--- src/rtl/fft32_out_reorder.sv ---
// Reorders bit-reversed FFT output frames into natural bin order via a ping-pong buffer.
// Latency: bin 0 leaves 2 edges after the last sample of a frame; no input backpressure.
module fft32_out_reorder #(
    parameter int DW   = 18,
    parameter int N    = 32,
    parameter int LOGN = 5
) (
    input  logic                   clk,
    input  logic                   rst,
    input  logic                   valid_i,
    input  logic signed [DW-1:0]   data_in_r,
    input  logic signed [DW-1:0]   data_in_i,
    output logic                   valid_o,
    output logic signed [DW-1:0]   data_out_r,
    output logic signed [DW-1:0]   data_out_i,
    output logic [LOGN-1:0]        bin_o,
    output logic                   sof_o
);

    typedef enum logic {S_IDLE, S_READ} state_t;

    function automatic logic [LOGN-1:0] bitrev(input logic [LOGN-1:0] a);
        logic [LOGN-1:0] b;
        for (int j = 0; j < LOGN; j++) b[j] = a[LOGN-1-j];
        return b;
    endfunction

    logic [2*DW-1:0] r_mem [2][N];

    logic [LOGN-1:0] r_wcnt;
    logic            r_wbank;
    logic [1:0]      r_full;
    logic            r_rbank;
    logic [LOGN-1:0] r_raddr;
    state_t          r_state;

    logic            r_valid;
    logic [DW-1:0]   r_dat_r;
    logic [DW-1:0]   r_dat_i;
    logic [LOGN-1:0] r_bin;
    logic            r_sof;

    state_t          w_state_nxt;
    logic [LOGN-1:0] w_raddr_nxt;
    logic            w_rbank_nxt;
    logic            w_rd_done;
    logic            w_wr_done;
    logic [LOGN-1:0] w_waddr;

    assign w_waddr   = bitrev(r_wcnt);
    assign w_wr_done = valid_i && (r_wcnt == LOGN'(N-1));

    // Buffer contents survive reset; only the bookkeeping is cleared.
    always_ff @(posedge clk) begin
        if (valid_i) r_mem[r_wbank][w_waddr] <= {data_in_r, data_in_i};
    end

    always_ff @(posedge clk) begin
        if (rst) begin
            r_wcnt  <= '0;
            r_wbank <= 1'b0;
        end else if (valid_i) begin
            r_wcnt <= r_wcnt + 1'b1;
            if (w_wr_done) r_wbank <= ~r_wbank;
        end
    end

    // Set and clear never hit the same bank in one cycle: a full bank is never written.
    always_ff @(posedge clk) begin
        if (rst) begin
            r_full <= '0;
        end else begin
            for (int b = 0; b < 2; b++) begin
                r_full[b] <= (r_full[b] | (w_wr_done && (r_wbank == 1'(b))))
                           & ~(w_rd_done && (r_rbank == 1'(b)));
            end
        end
    end

    always_ff @(posedge clk) begin
        if (rst) begin
            r_state <= S_IDLE;
            r_raddr <= '0;
            r_rbank <= 1'b0;
        end else begin
            r_state <= w_state_nxt;
            r_raddr <= w_raddr_nxt;
            r_rbank <= w_rbank_nxt;
        end
    end

    always_comb begin
        w_state_nxt = r_state;
        w_raddr_nxt = r_raddr;
        w_rbank_nxt = r_rbank;
        w_rd_done   = 1'b0;
        case (r_state)
            S_IDLE: begin
                if (r_full[r_rbank]) begin
                    w_state_nxt = S_READ;
                    w_raddr_nxt = '0;
                end
            end
            S_READ: begin
                w_raddr_nxt = r_raddr + 1'b1;
                if (r_raddr == LOGN'(N-1)) begin
                    w_rd_done   = 1'b1;
                    w_rbank_nxt = ~r_rbank;
                    w_state_nxt = r_full[~r_rbank] ? S_READ : S_IDLE;
                end
            end
            default: w_state_nxt = S_IDLE;
        endcase
    end

    always_ff @(posedge clk) begin
        if (rst || (r_state != S_READ)) begin
            r_valid <= 1'b0;
            r_dat_r <= '0;
            r_dat_i <= '0;
            r_bin   <= '0;
            r_sof   <= 1'b0;
        end else begin
            r_valid <= 1'b1;
            {r_dat_r, r_dat_i} <= r_mem[r_rbank][r_raddr];
            r_bin   <= r_raddr;
            r_sof   <= (r_raddr == '0);
        end
    end

    assign valid_o    = r_valid;
    assign data_out_r = r_dat_r;
    assign data_out_i = r_dat_i;
    assign bin_o      = r_bin;
    assign sof_o      = r_sof;

endmodule

--- config.mk ---
export PLATFORM = sky130hd
export DESIGN_NAME = fft32_out_reorder
export DESIGN_NICKNAME = d
export VERILOG_FILES = /design/src/rtl/fft32_out_reorder.sv
export SDC_FILE = /design/constraint.sdc
export NUM_CORES = 2
export LEC_CHECK = 0
export ABC_AREA = 1
export CAP_MARGIN = 25
export CORE_AREA = 8 8 447 449
export DETAILED_ROUTE_END_ITERATION = 12
export DIE_AREA = 0 0 455 457
export GPL_ROUTABILITY_DRIVEN = 1
export PLACE_DENSITY = 0.62
export SLEW_MARGIN = 20
export SYNTH_ARGS = -nofsm -noshare
export SYNTH_HDL_FRONTEND = slang
export SYNTH_SLANG_ARGS = --single-unit
export TNS_END_PERCENT = 1
--- constraint.sdc ---
create_clock -name clk -period 6.31 [get_ports clk]
set_input_delay 1.262 -clock clk [delete_from_list [all_inputs] [get_ports clk]]
set_output_delay 1.262 -clock clk [all_outputs]
set_load 0.02 [all_outputs]
==> results.tsv <==
stage	metric	value	unit
status	status	completed	
synthesis	Simple-Gate Fraction of Synth Area	22.2	%
timing	fmax	271	MHz
worst_hold_path	Worst Min Path Start	r_full[1]$_SDFF_PP0_	
layout	Final Instance Count excl. Fillers	10500	
floorplan	core area	193000	um^2
timing	Setup Skew	36.4	ps
clocking	clock-pin slew on the worst setup and hold paths	60	ps
synthesis	largest family of logic cells by synthesized area	simple AND/OR/NAND/NOR gates	
job	Max Cap Violations	0	
power	static power due to leakage	36.6	nW
floorplan	Initial Utilization	48.6	%
worst_hold_path	WHS Path Cells	2	
grt	initial antenna violation count	16	
clocking	CTS resizes	0	
synthesis	sequential share of the synthesized area	74.9	%
synthesis	Mapped Area	93900	um^2
timing	worst-case hold slack	505	ps
clocking	CTS tree	yes	
power	pwr/cell area	302	nW/um^2
critical_path	crit end category	flip-flop	
placed_design	Area after DPL	97400	um^2
timing	Fin. Hold Viols	0	
critical_path	r2r endpoint	data_out_r[14]$_SDFF_PN0_	
critical_path	reg2reg start	r_raddr[1]$_SDFFE_PP0P_	
route	via count	61900	
clocking	post-CTS setup buffer count	0	
worst_hold_path	type of the most critical hold path	reg2reg	
power	Max rail drop VDD	0.302	mV
synthesis	post-synth top area cell	edfxtp_1	
timing	Post-Route Setup TNS	0	ps
synthesis	syn_nets	7821	
timing	headroom to the max-slew limit	26.1	%
timing	RSZ-0062 raised after global routing	no	
floorplan	# rows	162	
clocking	CTS buffer count	233	
floorplan	die footprint	208000	um^2
route	post-DR vias/cell	5.90	
synthesis	Synth Area in Compound Gates	0.160	%
critical_path	arrival time worst endpoint	4180	ps
clocking	H-tree levels	4	
critical_path	Worst Setup Start Kind	primary input	
synthesis	Post-Synth XOR/XNOR Area	0.00932	%
layout	final core utilization	54.4	%
timing	endpoints failing setup	0	
route	antenna viol nets, final	0	
power	Power Total	31.7	mW
route	DRC	0	
grt	All-Layer GR Usage	26.1	%
synthesis	Yosys top cell area share	73.7	%
floorplan	IO Pins	82	
timing	Period minus WS final	3690	ps
critical_path	Worst EP required	6800	ps
layout	flip-flop and latch area	70400	um^2
critical_path	worst reg2reg path depth	8	
synthesis	Yosys cell types	24	
layout	fin area	105000	um^2
layout	share of cells above drive strength 1	7.61	%
critical_path	Worst Path Max Fanout	29	
route	WL per Instance	26.5	um
timing	Final WS setup	2620	ps
critical_path	R2R Setup Slk	2640	ps
grt	largest net degree at the start of global routing	180	
worst_hold_path	Hold EP	r_full[1]$_SDFF_PP0_	
route	Final Routed Wirelength	278000	um
layout	Final nets	7783	
floorplan	Die Y	457	um
grt	vias in the first global route	58500	
clocking	clk root buf	clkbuf_16	
layout	Area Overhead vs Synth	11.8	%
synthesis	synth warn	0	
clocking	CTS Buffer Depth	3	
synthesis	largest cells by area after synthesis	edfxtp_1, nand3_1, nand2_1, buf_2, dfxtp_1	
grt	grt ovf	0	
critical_path	critical path class	in2reg	
timing	period utilization	58.5	%
grt	global-route wire length before repair	402000	um
synthesis	Mapped Cells	7770	
critical_path	worst setup path start	valid_i	
placed_design	I/O Buffers	81	
placed_design	placed cells	10000	
clocking	CTS Hold Bufs	0	
synthesis	multiplexer share of the synthesized area	0	%
synthesis	Avg Synthesized Cell Area	12.1	um^2
timing	Final Slew Violations	0	
placed_design	Placer Congestion	0.838	
floorplan	Die X	455	um
route	initial drt markers	7686	
route	DR pass1 iterations	6	
clocking	Skew-Pair Late Insertion Delay	870	ps
placed_design	HPWL after DPL	148000	um
synthesis	adder-cell share of the synthesized area	0.160	%
placed_design	Place WS	1810	ps
layout	footprint of the multi-input gates	21500	um^2
timing	worst slew pin tran	1110	ps
clocking	clk sink count	2363	
synthesis	Yosys reg bits	2363	
layout	Fillers	15900	
kinds of logic (layout without fill, tap and decap cells):
logic type      count (synthesis)  in the layout
fa+ha+maj                      12             12
compound gates                 26             26
other cells                     0              5
simple gates                 4824           4824
flops                        2363           2363
xor+xnor                        1              1
buf+inv                       544            710
placed cells by master, fill, tap and decap left out, types with 6 or more instances in the layout:
master           count
inv_1               25
inv_6                6
clkbuf_1            62
buf_12              21
edfxtp_1          2304
clkdlybuf4s50_1     45
a21oi_1             12
nor2_4               8
clkinv_2            40
clkbuf_16          236
buf_4              168
ha_1                12
clkinv_1            48
clkbuf_8            10
nand2_1           2647
nor3_2              58
bufinv_16           24
nor2_1              17
nand3_1           2087
dfxtp_1             53
o21ai_0              8
area by class of cell:
class / instances / area share, %
flip-flops and latches: 2363 / 67.0
multi-input cells: 4863 / 20.4
clock buffers: 308 / 5.98
well taps: 2542 / 3.03
repair buffers: 241 / 2.11
clock inverters: 131 / 1.28
inverters: 30 / 0.143
diodes: 5 / 0.0119
flip-flops by register name, summed over array words and instances (netlist names), named ones only:
register    flops
r_mem        2304
r_wcnt          5
sof_o           1
r_raddr         5
r_state         1
valid_o         1
bin_o           5
data_out_i     18
data_out_r     18
r_rbank         1
r_full          2
r_wbank         1
metal layers:
metal / share of wire [%] / track usage [%] / vias up
li1: - / - / 27500
met2: 47 / 41.7 / 3068
met5: 0.0047 / 0 / -
met4: 4.4 / 10.8 / 2
met1: 39 / 35.7 / 30800
met3: 8.8 / 4.32 / 528
cell usage after synthesis:
library cell and count:
a211o_1 1, a211oi_1 2, a21oi_1 12, a31oi_1 1, a32o_1 2, buf_1 67
buf_2 272, buf_4 12, buf_6 2, clkbuf_1 161, clkinv_1 1, dfxtp_1 59
edfxtp_1 2304, ha_1 12, inv_1 27, inv_2 2, nand2_1 2647, nand3_1 2088
nand4_1 1, nor2_1 23, nor2_2 3, nor3_1 62, o21ai_0 8, xor2_1 1
worst max-delay path: stages:
cell             delay (ps)
clkdlybuf4s50_1         760
nand2_1                 760
nor3_2                  780
buf_4                   530
worst max path at each step:
stage	to	slack [ps]	depth (start not counted)
floorplan	r_mem[0][108]$_DFFE_PP_	1550	4
global placement	r_mem[1][975]$_DFFE_PP_	1690	5
detailed placement	r_mem[1][565]$_DFFE_PP_	1810	4
CTS	r_mem[1][565]$_DFFE_PP_	2730	4
global route	r_mem[1][575]$_DFFE_PP_	2570	4
finish	r_mem[1][575]$_DFFE_PP_	2620	4
power breakdown:
group          total [mW]  switching (mW)  internal [mW]
Combinational       0.571           0.498         0.0735
Sequential           17.3          0.0159           17.3
Clock                13.9            5.91           7.96
Power figures use the tool's default switching activity.
